$ cat src/rtl/ram_arb_pkg.sv
// ram_arb_pkg: shared types and constants for the two-port RAM arbiter.
//   ram_arb_state_t : arbiter FSM state (IDLE, ACCESS, ACK)
//   PORT_IFETCH/PORT_DATA : port indices; NUM_PORTS : requester count
//   port_onehot()   : one-hot port vector from a 1-bit port index
package ram_arb_pkg;

  typedef enum logic [1:0] {
    IDLE   = 2'd0,
    ACCESS = 2'd1,
    ACK    = 2'd2
  } ram_arb_state_t;

  localparam int unsigned PORT_IFETCH = 0;
  localparam int unsigned PORT_DATA   = 1;
  localparam int unsigned NUM_PORTS   = 2;

  function automatic logic [NUM_PORTS-1:0] port_onehot(input logic p);
    return p ? 2'b10 : 2'b01;
  endfunction

endpackage

$ cat src/rtl/rr_arbiter2.sv
// rr_arbiter2: two-requester grant logic for ram_arbiter.
//   Build option: RAM_ARB_ROUND_ROBIN_EN
//     defined   -> round-robin; a registered pointer names the favoured port
//                  on a tie and toggles on every grant.
//     undefined -> fixed priority, port 1 (data) wins ties; no pointer state.
// Ports:
//   i_clk, i_rst : clock, synchronous active-high reset (pointer only)
//   i_req[1:0]   : raw requests
//   i_mask[1:0]  : requests to ignore this cycle
//   i_advance    : 1 when the caller consumes a grant this cycle (if valid)
//   o_valid      : some unmasked request exists
//   o_grant      : winning port index (meaningful when o_valid=1)
module rr_arbiter2 (
  input  logic       i_clk,
  input  logic       i_rst,
  input  logic [1:0] i_req,
  input  logic [1:0] i_mask,
  input  logic       i_advance,
  output logic       o_valid,
  output logic       o_grant
);

  logic [1:0] w_eligible;

  assign w_eligible = i_req & ~i_mask;
  assign o_valid    = |w_eligible;

`ifdef RAM_ARB_ROUND_ROBIN_EN
  logic r_ptr;

  always_comb begin
    o_grant = w_eligible[1];
    if (&w_eligible) o_grant = r_ptr;
  end

  always_ff @(posedge i_clk) begin
    if (i_rst) begin
      r_ptr <= 1'b0;
    end else if (i_advance && o_valid) begin
      r_ptr <= ~r_ptr;
    end
  end
`else
  logic w_unused_fixed;

  // Port 1 wins whenever it is eligible, otherwise port 0.
  assign o_grant        = w_eligible[1];
  assign w_unused_fixed = ^{i_clk, i_rst, i_advance};
`endif

endmodule

$ cat src/rtl/ram_arbiter.sv
// ram_arbiter: time-shares a single-port, byte-maskable RAM with 1-cycle read
// latency between port 0 (instruction fetch) and port 1 (load/store).
//   Build option: RAM_ARB_ROUND_ROBIN_EN (round-robin ties; default is fixed
//   priority with port 1 winning ties).
// Ports:
//   clk, rst                  : clock, synchronous active-high reset
//   pN_req/wr/wr_mask/addr/wdata : request payload, held until pN_ack
//   pN_rdata, pN_ack          : read data (0 unless acked), 1-cycle completion
//   ram_wr/wr_mask/addr/data_in : RAM drive, muxed from the owning port
//   ram_data_out              : RAM registered read data
//   busy                      : 1 while not IDLE
module ram_arbiter
  import ram_arb_pkg::*;
#(
  parameter int unsigned ADDR_BITS = 10
) (
  input  logic                 clk,
  input  logic                 rst,
  input  logic                 p0_req,
  input  logic                 p0_wr,
  input  logic [3:0]           p0_wr_mask,
  input  logic [ADDR_BITS-1:0] p0_addr,
  input  logic [31:0]          p0_wdata,
  output logic [31:0]          p0_rdata,
  output logic                 p0_ack,
  input  logic                 p1_req,
  input  logic                 p1_wr,
  input  logic [3:0]           p1_wr_mask,
  input  logic [ADDR_BITS-1:0] p1_addr,
  input  logic [31:0]          p1_wdata,
  output logic [31:0]          p1_rdata,
  output logic                 p1_ack,
  output logic                 ram_wr,
  output logic [3:0]           ram_wr_mask,
  output logic [ADDR_BITS-1:0] ram_addr,
  output logic [31:0]          ram_data_in,
  input  logic [31:0]          ram_data_out,
  output logic                 busy
);

  ram_arb_state_t       r_state;
  logic                 r_owner;
  logic [NUM_PORTS-1:0] r_ack;
  logic                 r_busy;

  logic [NUM_PORTS-1:0] w_mask;
  logic                 w_arb_phase;
  logic                 w_grant_valid;
  logic                 w_grant;
  logic                 w_owner_wr;

  // In ACK the owner's req is still high; masking it lets the other port
  // take the next slot instead of the same request being granted twice.
  assign w_mask      = (r_state == ACK) ? port_onehot(r_owner) : '0;
  assign w_arb_phase = (r_state == IDLE) || (r_state == ACK);

  rr_arbiter2 u_arb (
    .i_clk     (clk),
    .i_rst     (rst),
    .i_req     ({p1_req, p0_req}),
    .i_mask    (w_mask),
    .i_advance (w_arb_phase),
    .o_valid   (w_grant_valid),
    .o_grant   (w_grant)
  );

  always_ff @(posedge clk) begin
    if (rst) begin
      r_state <= IDLE;
      r_owner <= 1'b0;
      r_ack   <= '0;
      r_busy  <= 1'b0;
    end else begin
      case (r_state)
        IDLE: begin
          r_ack <= '0;
          if (w_grant_valid) begin
            r_owner <= w_grant;
            r_state <= ACCESS;
            r_busy  <= 1'b1;
          end
        end
        ACCESS: begin
          r_ack   <= port_onehot(r_owner);
          r_state <= ACK;
          r_busy  <= 1'b1;
        end
        ACK: begin
          r_ack <= '0;
          if (w_grant_valid) begin
            r_owner <= w_grant;
            r_state <= ACCESS;
            r_busy  <= 1'b1;
          end else begin
            r_state <= IDLE;
            r_busy  <= 1'b0;
          end
        end
        default: begin
          r_ack   <= '0;
          r_state <= IDLE;
          r_busy  <= 1'b0;
        end
      endcase
    end
  end

  always_comb begin
    ram_addr    = r_owner ? p1_addr    : p0_addr;
    ram_data_in = r_owner ? p1_wdata   : p0_wdata;
    ram_wr_mask = r_owner ? p1_wr_mask : p0_wr_mask;
    w_owner_wr  = r_owner ? p1_wr      : p0_wr;
  end

  // rst gates the write and the ack directly so a reset landing in ACCESS
  // or ACK takes effect in that same cycle.
  assign ram_wr   = (r_state == ACCESS) && w_owner_wr && !rst;
  assign p0_ack   = r_ack[PORT_IFETCH] && !rst;
  assign p1_ack   = r_ack[PORT_DATA] && !rst;
  assign p0_rdata = p0_ack ? ram_data_out : '0;
  assign p1_rdata = p1_ack ? ram_data_out : '0;
  assign busy     = r_busy;

endmodule

$ cat config.mk
export PLATFORM = sky130hd
export DESIGN_NAME = ram_arbiter
export DESIGN_NICKNAME = d
export VERILOG_FILES = /design/src/rtl/ram_arb_pkg.sv /design/src/rtl/rr_arbiter2.sv /design/src/rtl/ram_arbiter.sv
export SDC_FILE = /design/constraint.sdc
export NUM_CORES = 1
export LEC_CHECK = 0
export BUFFER_PORTS_ARGS = -buffer_cell sky130_fd_sc_hd__buf_2
export CORE_AREA = 8 8 89 91
export DETAILED_ROUTE_END_ITERATION = 10
export DIE_AREA = 0 0 97 99
export SLEW_MARGIN = 20
export SYNTH_ARGS = -nofsm -noshare
export SYNTH_HDL_FRONTEND = slang
export SYNTH_HIERARCHICAL = 1
export SYNTH_SLANG_ARGS = --single-unit
$ cat constraint.sdc
create_clock -name clk -period 1.8 [get_ports clk]
set_clock_uncertainty 0.1 [all_clocks]
set_input_delay 0.54 -clock clk [delete_from_list [all_inputs] [get_ports clk]]
set_output_delay 0.54 -clock clk [all_outputs]
set_load 0.005 [all_outputs]
Word level (Yosys, flattened, before mapping)

Index checks and enable logic that the tools add are counted.
W data, S select, Z words.

Eq/ne operators: 3
Multiplexer cells: 14
Bitwise operators: 3
Reductions and logical operators: 10

Operator list:

| kind                 | number |
|---|---|
| $mux W32             | 3 |
| $mux W10             | 1 |
| $mux W2              | 3 |
| $pmux W2 S3          | 1 |
| $reduce_or A2 Y1     | 3 |
| $logic_and A1 B1 Y1  | 4 |
| $mux W1              | 4 |
| $mux W4              | 1 |
| $pmux W1 S3          | 1 |
| $and A2 B2 Y2        | 1 |
| $eq A2 B1 Y1 const B | 1 |
| $eq A2 B2 Y1 const B | 1 |
| $logic_not A2 Y1     | 1 |
| $ne A2 B1 Y1 const B | 1 |
| $not A2 Y2           | 1 |
| $reduce_and A2 Y1    | 1 |
| $logic_not A1 Y1     | 1 |
| $not A1 Y1           | 1 |

Register bits: 6
Input port bits: 130
Output and inout port bits: 114
Word-level logic and storage cells: 34

Logic depth before layout (Yosys ltp)

Gate-level depths: netlist of run 1.

Word-level depth: 7
Mapped depth: 7
Mapped depth without buffers: 6

By module

The synthesis of run 1 kept the hierarchy.

By module, submodules not included:

| module      | instances | cells an instance | area an instance (µm²) | seq. area each (µm²) |
|---|---|---|---|---|
| ram_arbiter | 1         | 146               | 1209.9                 | 120.1 |
| rr_arbiter2 | 1         | 3                 | 25.0                   | 0.0 |

Worst setup path after synthesis of run 1

OpenSTA, ideal clock, no wires.

Path type: input -> output
From: in rst
To: out ram_wr
Arrival: 1.066 ns
Required time: 1.160 ns
Path slack: 0.094 ns
Stages on the path: 2
Buffers on the path: 0
Path through: or3b_1 nor2_1

Word-level cells in the longest chain between the ends: 2

Ends and longest elaborated chain:

| element             | line               | text |
|---|---|---|
| start: declaration  | ram_arbiter.sv:18  | `input logic rst,` |
| $logic_not A1 Y1    | ram_arbiter.sv:117 | `assign ram_wr = (r_state == ACCESS) && w_owner_wr && !rst;` |
| $logic_and A1 B1 Y1 | ram_arbiter.sv:117 |  |
| end: declaration    | ram_arbiter.sv:33  | `output logic ram_wr,` |

Every way passes these cells.

Worst setup path in the final report of run 1

From: reg r_owner
To: out ram_data_in[21]

Word-level cells in the longest chain between the ends: 1

Ends and longest elaborated chain:

| element                  | line               | text |
|---|---|---|
| start: declaration       | ram_arbiter.sv:42  | `logic r_owner;` |
| start signal: assignment | ram_arbiter.sv:78  | `r_owner <= w_grant;` |
| start signal: assignment | ram_arbiter.sv:91  | `r_owner <= w_grant;` |
| $mux W32                 | ram_arbiter.sv:110 | `ram_data_in = r_owner ? p1_wdata : p0_wdata;` |
| end: declaration         | ram_arbiter.sv:36  | `output logic [31:0] ram_data_in,` |

Every way passes these cells.

==> flow_summary.ini, run 1 <==
[sta]
max_freq_mhz = 524
post-route-period-util_pct = 106
slew_viol_final = 0
finalHoldViolCount = 0
worst_pin_slew_ps = 248
setup_ws_ps = -108
slew-limit-headroom_pct = 83.2
fin_crit_ps = 1910
finalHoldWorstSlack_ps = 427
rsz0062_at_grt = yes
tns_ps = -5460
setup_viol = 111

[cells_and_area]
syn_to_final_growth_pct = 130
n_fill_cell = 639
nNetsFinal = 523
drive_gt1_share_pct = 79.0
antenna_cells = 0

[critical_path]
critPathTopFamily = flip-flops
start_kind = flop
endpoint_kind = primary output
critical-path-max-stage-delay_ps = 380
cp_max_fo = 21
crit_chain = buf_16, mux2_2, buf_2
critPathBufInv = 2
worstPathArrival_ps = 1270
cp.required_ps = 1160
worstSetupPathType = reg -> out
cpMaxStageDelayCell = dfxtp_4

[routing]
wl_mm = 7.28
drt-wirelength-per-cell_um = 15.4
vias = 1949
viasPerCell = 4.14
drc = 0
drtIter0Drc = 24
ant_nets = 0
first_pass_iters = 4

[flow_run]
maxCapViolCount = 0

[placement]
hpwl_mm = 6.22
gp_congestion = 0.788
io_buffers = 243

[pwr]
power.internal_w = 0.000660
pwr-share-clk_pct = 21.4
netSwitchingFraction_pct = 28.9
p_comb_share_pct = 62.3
power.switching_w = 0.000268
irDropWorstVdd_uv = 305
cellPowerDensity_mw_per_mm2 = 326
seq_power_share_pct = 16.3
cellLeakagePower_nw = 1.72

[synthesis]
syn_avg_cell_area_um2 = 8.29
synth_nets = 279
ys_types = 20
syn-instance-count = 149
yosysWarnings = 6
ys_ff_latch = 6
synth_area_mm2 = 0.00123
synth_area_leaders = mux2_2 (42%), and2_1 (33%), dfxtp_1 (9.7%), buf_2 (3.2%), nor2b_2 (1.4%)
yosys.area.top_type_share_pct = 41.9
yosysSeqAreaShare_pct = 9.73
yosysTopAreaCell = mux2_2

[clocking]
clockRootBuffer = clkbuf_8
cts_made_buffers = 3
cts.sinks = 6
clk_path_buf_depth = 2
clk_pin_slew_ps = 30
clk_latency_ps = 220
cts_max_level = 1
cts_tree = yes
cts_hold_repair.buffers = 0
cts_setup_buffers = 0

[floorplanning]
fp-row-count = 30
initial_core_util_pct = 18.8
design.die.area_mm2 = 0.00960
io_pins = 244
fp.coreArea_mm2 = 0.00657
die_y_um = 99
die_x_um = 97

[global_route]
track_usage_pct = 13.3
first_global_vias = 2066
grt_first_pass_wirelength_mm = 10.9
grt_max_degree = 34
grt_antenna_before_repair = 0
gr-total-overflow = 0

[outcome]
outcome = complete, but fails checks
violations = setup timing

[worst_hold_path]
hold_class = reg -> reg
## per-layer routing
| metal | up-vias | global-route usage (%) | routed length (um) |
|---|---|---|---|
| met1 | 871 | 13.8 | 2680 |
| met4 | 0 | 1.42 | 0 |
| met3 | 0 | 4.55 | 587 |
| met5 | - | 0 | 0 |
| li1 | 975 | - | - |
| met2 | 103 | 25.9 | 4000 |
## power groups by stage
stage / sequential (W) / clock [W] / combinational (W)
final: 0.000151 / 0.000199 / 0.000578
after floorplan: 0.000149 / 0 / 0.000207
after CTS: 0.000151 / 0.000202 / 0.000543
after global placement: 0.000151 / 0 / 0.000487
after detailed placement: 0.000151 / 0 / 0.000496
after global routing: 0.000153 / 0.000213 / 0.000625
## worst reg2reg max path: cells and delay by family (launching register included)
| family | cells | cell delay [ps] |
|---|---|---|
| AO/OA/AOI/OAI | 2 | 360 |
| buffers and inverters | 1 | 190 |
| flip-flops | 1 | 380 |
| AND/OR/NAND/NOR | 3 | 420 |
## flip-flops by register name, indices dropped and copies added (netlist names)
register  count
r_ack         2
r_state       2
r_owner       1
busy          1
## cell usage in the layout, fill, tap and decap left out, drive strengths merged
| master | netlist | routed |
|---|---|---|
| buf | 8 | 251 |
| and2 | 65 | 65 |
| mux2 | 46 | 46 |
| dfxtp | 6 | 6 |
| inv | 4 | 4 |
| nor2b | 3 | 3 |
| clkbuf | 4 | 3 |
| nor2 | 3 | 3 |
| nor3b | 1 | 1 |
| and3 | 1 | 1 |
| or3b | 1 | 1 |
| mux2i | 1 | 1 |
| nand2b | 1 | 1 |
| nor4bb | 1 | 1 |
| a31o | 1 | 1 |
| o21bai | 1 | 1 |
| a21oi | 1 | 1 |
| a21o | 1 | 1 |
## metrics by stage
step	cells	utilization [%]	cell area, um^2	power (W)	setup WS (ps)
after CTS	471	41.8	2740	0.000896	-129
final	471	43.3	2850	0.000928	-108
after global placement	467	39.4	2590	0.000638	-106
after global routing	471	43.3	2850	0.000990	-154
after floorplan	149	-	1230	0.000356	93.9
after detailed placement	467	39.4	2590	0.000647	-113
## repair_timing
item | 4_1_cts | 5_1_grt
hold endpoints to repair | 0 | 0
cloned | 1 | 0
pin swaps | 2 | 2
setup endpoints to repair | 111 | 111
gates resized for setup | 20 | 22
## Yosys cell counts
library cell / instances
a21o_1: 1
a21oi_1: 1
a31o_2: 1
and2_1: 65
and3_1: 1
buf_2: 8
clkbuf_1: 4
dfxtp_1: 6
inv_1: 3
inv_2: 1
mux2_2: 46
mux2i_1: 1
nand2b_1: 1
nor2_1: 3
nor2b_2: 2
nor2b_4: 1
nor3b_1: 1
nor4bb_1: 1
o21bai_1: 1
or3b_1: 1
## layout make-up
cell class	instances	area, um^2	share of cell area (%)
Clock buffer	3	41.3	1.45
Inverter	4	15.0	0.527
Timing Repair Buffer	251	1440	50.7
Tap cell	80	100	3.52
Multi-Input combinational cell	127	1120	39.4
Sequential cell	6	124	4.35
## worst paths after layout
kind	from	end	slack [ps]	depth (start not counted)
max	r_owner$_SDFFE_PP0P_	ram_data_in[21]	-110	3
min	busy$_SDFFE_PP0P_	busy$_SDFFE_PP0P_	430	2
max reg2reg	r_owner$_SDFFE_PP0P_	r_owner$_SDFFE_PP0P_	240	6
min reg2reg	busy$_SDFFE_PP0P_	busy$_SDFFE_PP0P_	430	2
## kinds of logic (layout without fill, tap and decap cells)
family | Yosys count | after routing | synth area share (%)
AOI/OAI and AO/OA | 4 | 4 | 2.33
buffers and inverters | 16 | 258 | 5.67
muxes | 47 | 47 | 42.8
DFF | 6 | 6 | 9.73
and+or+nand+nor | 76 | 76 | 39.5
Power figures use the tool's default switching activity.
==> inputs of run 2 (changes only) <==
- CTS_BUF_LIST: default -> sky130_fd_sc_hd__clkbuf_16
- GPL_ROUTABILITY_DRIVEN: default -> 0
- PLACE_DENSITY: default -> 0.72
==> flow_summary.ini, run 2 (synthesis gave the netlist of run 1 again) <==
[clocking]
clk_pin_slew_ps = 40
cts_tree = yes
clockRootBuffer = clkbuf_16
cts_max_level = 1
clk_path_buf_depth = 2
cts_hold_repair.buffers = 0
clk_latency_ps = 230
cts.sinks = 6
cts_made_buffers = 3

[floorplanning]
design.die.area_mm2 = 0.00960
fp-row-count = 30
die_y_um = 99
io_pins = 244
fp.coreArea_mm2 = 0.00657
die_x_um = 97
initial_core_util_pct = 18.8

[cells_and_area]
antenna_cells = 0
final_common_cell = buf_2
nNetsFinal = 525
reg_top3 = r_ack (2), r_state (2)
final_cell_mix = buf_2 (240), and2_1 (63), mux2_2 (45)
drive_gt1_share_pct = 79.4
syn_to_final_growth_pct = 122
stdcell_area_mm2 = 0.00274

[global_route]
grt.busiest_layer = met2
track_usage_pct = 13.5
gr-total-overflow = 0
grt_max_degree = 34
met2_usage_pct = 25.7
met3_usage_pct = 6.02
grt_antenna_before_repair = 0
grt_first_pass_wirelength_mm = 10.9
use_met1_pct = 13.2
first_global_vias = 2033

[routing]
vias = 1962
drt-wirelength-per-cell_um = 15.2
ant_nets = 0
drc = 0
viasPerCell = 4.15
drtIter0Drc = 27
first_pass_iters = 4
wl_mm = 7.21

[pwr]
cellPowerDensity_mw_per_mm2 = 376
total_power_w = 0.00103
cellLeakagePower_nw = 1.66
irDropWorstVdd_uv = 532

[critical_path]
critical-path-max-stage-delay_ps = 370
cp.required_ps = 1160
worstPathArrival_ps = 1270
start_kind = flop
critPathTopFamily = flip-flops
crit_chain = buf_12, mux2_2, buf_2
cp_max_fo = 25
critPathBufInv = 2
cpMaxStageDelayCell = dfxtp_4
worstSetupPathType = reg -> out
endpoint_kind = primary output

[flow_run]
maxCapViolCount = 0

[sta]
fin_crit_ps = 1910
max_freq_mhz = 523
rsz0062_at_grt = yes
slew_viol_final = 0
finalHoldWorstSlack_ps = 424
setup_viol = 111
setup_ws_ps = -114
slew-limit-headroom_pct = 84.2
finalHoldViolCount = 0
tns_ps = -5120
post-route-period-util_pct = 106
worst_pin_slew_ps = 234

[placement]
pre_cts_ws_ps = -114
hpwl_mm = 6.47
io_buffers = 243
place_area_mm2 = 0.00260

[outcome]
outcome = complete, but fails checks
violations = setup timing

[worst_hold_path]
hold_class = reg -> reg
run 2: cell count changes in the layout (fill, tap and decap cells not counted):
cell,delta
buf_16,-1
mux2_4,-15
and2_1,-1
buf_2,+14
buf_6,-13
buf_4,+2
clkbuf_8,-3
mux2_2,+15
and2_4,+1
clkbuf_16,+3
run 2: final cells by class:
class | count | area, um^2
timing repair buffer | 253 | 1360
tap | 80 | 100
fill | 645 | 3830
multi-input combinational | 127 | 1070
inverter | 4 | 15.0
clock buffer | 3 | 75.1
sequential | 6 | 124
run 2: power by group:
part / total, W / leakage (nW) / switching (W) / internal [W]
clock network: 0.000366 / 0.0370 / 0.0000800 / 0.000286
registers: 0.000150 / 0.0501 / 0.00000726 / 0.000143
logic: 0.000513 / 1.57 / 0.000194 / 0.000320
total: 0.00103 / 1.66 / 0.000281 / 0.000748
run 2: repair_timing:
| item | CTS | global route |
|---|---|---|
| setup buffers | 1 | 0 |
| pin swaps | 2 | 0 |
| resized for setup | 9 | 5 |
| endpoints found under the setup margin | 111 | 111 |
run 2: metal layers:
metal	vias up	wire, um
met5	-	0
met3	7	767
met4	0	72
met1	849	2500
met2	122	3870
li1	984	-
run 2: final timing paths:
path	startpoint	end	cells past startpoint	slack, ps
max reg2reg	r_owner$_SDFFE_PP0P_	r_owner$_SDFFE_PP0P_	7	170
max	r_owner$_SDFFE_PP0P_	ram_data_in[7]	3	-110
min	busy$_SDFFE_PP0P_	busy$_SDFFE_PP0P_	2	420
min reg2reg	busy$_SDFFE_PP0P_	busy$_SDFFE_PP0P_	2	420
run 2: through the flow:
stage,cells,util [%]
after floorplan,149,-
after global placement,469,39.6
after detailed placement,469,39.6
after CTS,473,41.4
after global routing,473,41.7
final,473,41.7
run 2: tightest hold or removal path, delay by kind of cell, from the launching register on:
family / cells / cell delay, ps
flip-flops: 1 / 300
AO/OA/AOI/OAI: 2 / 170
==> inputs of run 3 (changes only) <==
- GPL_TIMING_DRIVEN: default -> 0
==> flow_summary.ini, run 3 (synthesis gave the netlist of run 1 again) <==
[worst_hold_path]
hold_depth = 2
min_from = busy$_SDFFE_PP0P_
hold_class = reg -> reg
whs_endpoint = busy$_SDFFE_PP0P_

[global_route]
met3_usage_pct = 6.93
first_global_vias = 2281
grt_max_degree = 11
use_met1_pct = 15.0
grt.busiest_layer = met2
gr-total-overflow = 0
met2_usage_pct = 30.8
grt_first_pass_wirelength_mm = 12.7
grt_antenna_before_repair = 0
track_usage_pct = 15.9

[critical_path]
worstSetupPathType = reg -> out
r2r_start = r_owner$_SDFFE_PP0P_
start_kind = flop
worstRegToRegCells = 8
reg2reg_to = r_owner$_SDFFE_PP0P_
critical-path-max-stage-delay_ps = 360
crit_chain = clkbuf_16, buf_12, mux2_2, buf_6
critPathLaunch = r_owner$_SDFFE_PP0P_
endpoint_kind = primary output
r2r_slack_ps = 50
cp.required_ps = 1160
cpMaxStageDelayCell = dfxtp_4
cp_max_fo = 5
worstPathArrival_ps = 1330

[pwr]
cellPowerDensity_mw_per_mm2 = 339
irDropWorstVdd_uv = 303
cellLeakagePower_nw = 2.20
total_power_w = 0.00138

[sta]
finalHoldWorstSlack_ps = 435
finalHoldViolCount = 0
setup_viol = 111
max_freq_mhz = 508
fin_crit_ps = 1970
worst_pin_slew_ps = 207
slew_viol_final = 0
post-route-period-util_pct = 109
setup_ws_ps = -167
rsz0062_at_grt = yes
slew-limit-headroom_pct = 86.2

[cells_and_area]
final_cell_mix = buf_2 (143), buf_6 (103), and2_4 (57)
drive_gt1_share_pct = 94.2
nNetsFinal = 548
final_core_util_pct = 62.0
final_cells = 496
stdcell_area_mm2 = 0.00407
antenna_cells = 0
n_fill_cell = 511
reg_top3 = r_ack (2), r_state (2)
final_common_cell = buf_2
syn_to_final_growth_pct = 230

[floorplanning]
initial_core_util_pct = 18.8
die_y_um = 99
die_x_um = 97
design.die.area_mm2 = 0.00960
io_pins = 244
fp-row-count = 30
fp.coreArea_mm2 = 0.00657

[routing]
drt-wirelength-per-cell_um = 20.3
viasPerCell = 4.46
vias = 2210
wl_mm = 10.1
first_pass_iters = 4
drc = 0
drtIter0Drc = 35
ant_nets = 0

[clocking]
cts_max_level = 1
clockRootBuffer = clkbuf_16
clk_pin_slew_ps = 30
cts.sinks = 6
cts_made_buffers = 3
clk_latency_ps = 230
cts_tree = yes
clk_path_buf_depth = 2

[placement]
place_inst = 472
place_area_mm2 = 0.00255
hpwl_mm = 6.66
io_buffers = 243

[flow_run]
maxCapViolCount = 0

[outcome]
violations = setup timing
outcome = complete, but fails checks
[run 3: changes by cell type in the layout (fill, tap and decap cells not counted), moves of 2 or more]
| cell | previous run | this run |
|---|---|---|
| clkbuf_16 | 3 | 8 |
| mux2_4 | 1 | 40 |
| and2_4 | 2 | 57 |
| and2_1 | 63 | 8 |
| buf_8 | 1 | 15 |
| buf_6 | 3 | 103 |
| buf_12 | 3 | 6 |
| buf_4 | 6 | 4 |
| mux2_2 | 45 | 6 |
| buf_2 | 240 | 143 |
[run 3: worst max-delay path by stage]
stage / end / slack (ps) / cells past startpoint
final: ram_addr[3] / -170 / 4
after global placement: p0_rdata[19] / -380 / 5
after floorplan: ram_wr / 90 / 2
after CTS: ram_data_in[3] / -150 / 4
after detailed placement: p0_rdata[10] / -400 / 5
after global routing: ram_addr[3] / -200 / 4
[run 3: area by class of cell]
cell class	count	area, um^2	area share (%)
Buffer	12	195	4.80
Clock buffer	3	75.1	1.84
Inverter	4	15.0	0.369
Multi-Input combinational cell	127	1380	33.8
Sequential cell	6	128	3.14
Tap cell	80	100	2.46
Timing Repair Buffer	264	2180	53.6
[run 3: routing by layer]
layer | up-vias | wire length [um]
met2 | 127 | 5710
met1 | 1044 | 3320
met3 | 14 | 897
met5 | - | 0
met4 | 0 | 156
li1 | 1025 | -
[run 3: report_power, final]
part           switching [W]  leakage (nW)  internal [W]
Sequential         0.0000101        0.0507      0.000143
Clock              0.0000753        0.0370      0.000285
Combinational       0.000291          2.11      0.000576
[run 3: critical path, delay by kind of cell (launching register included)]
family | cells | cell delay, ps
flops | 1 | 360
buf+inv | 3 | 390
mux | 1 | 340
[run 3: stage by stage]
| step | worst slack (ps) | TNS (ps) |
|---|---|---|
| global placement | -378 | -20890 |
| detailed placement | -399 | -22740 |
| global route | -203 | -15550 |
| CTS | -153 | -11350 |
| floorplan | 93.9 | 0 |
| finish | -167 | -11860 |
[run 3: timing repair]
item | CTS | global route
pin swaps | 48 | 22
resized for setup | 132 | 140
hold buffers | 0 | 0
endpoints found under the setup margin | 113 | 113
setup buffers | 7 | 3
gates cloned | 6 | 5
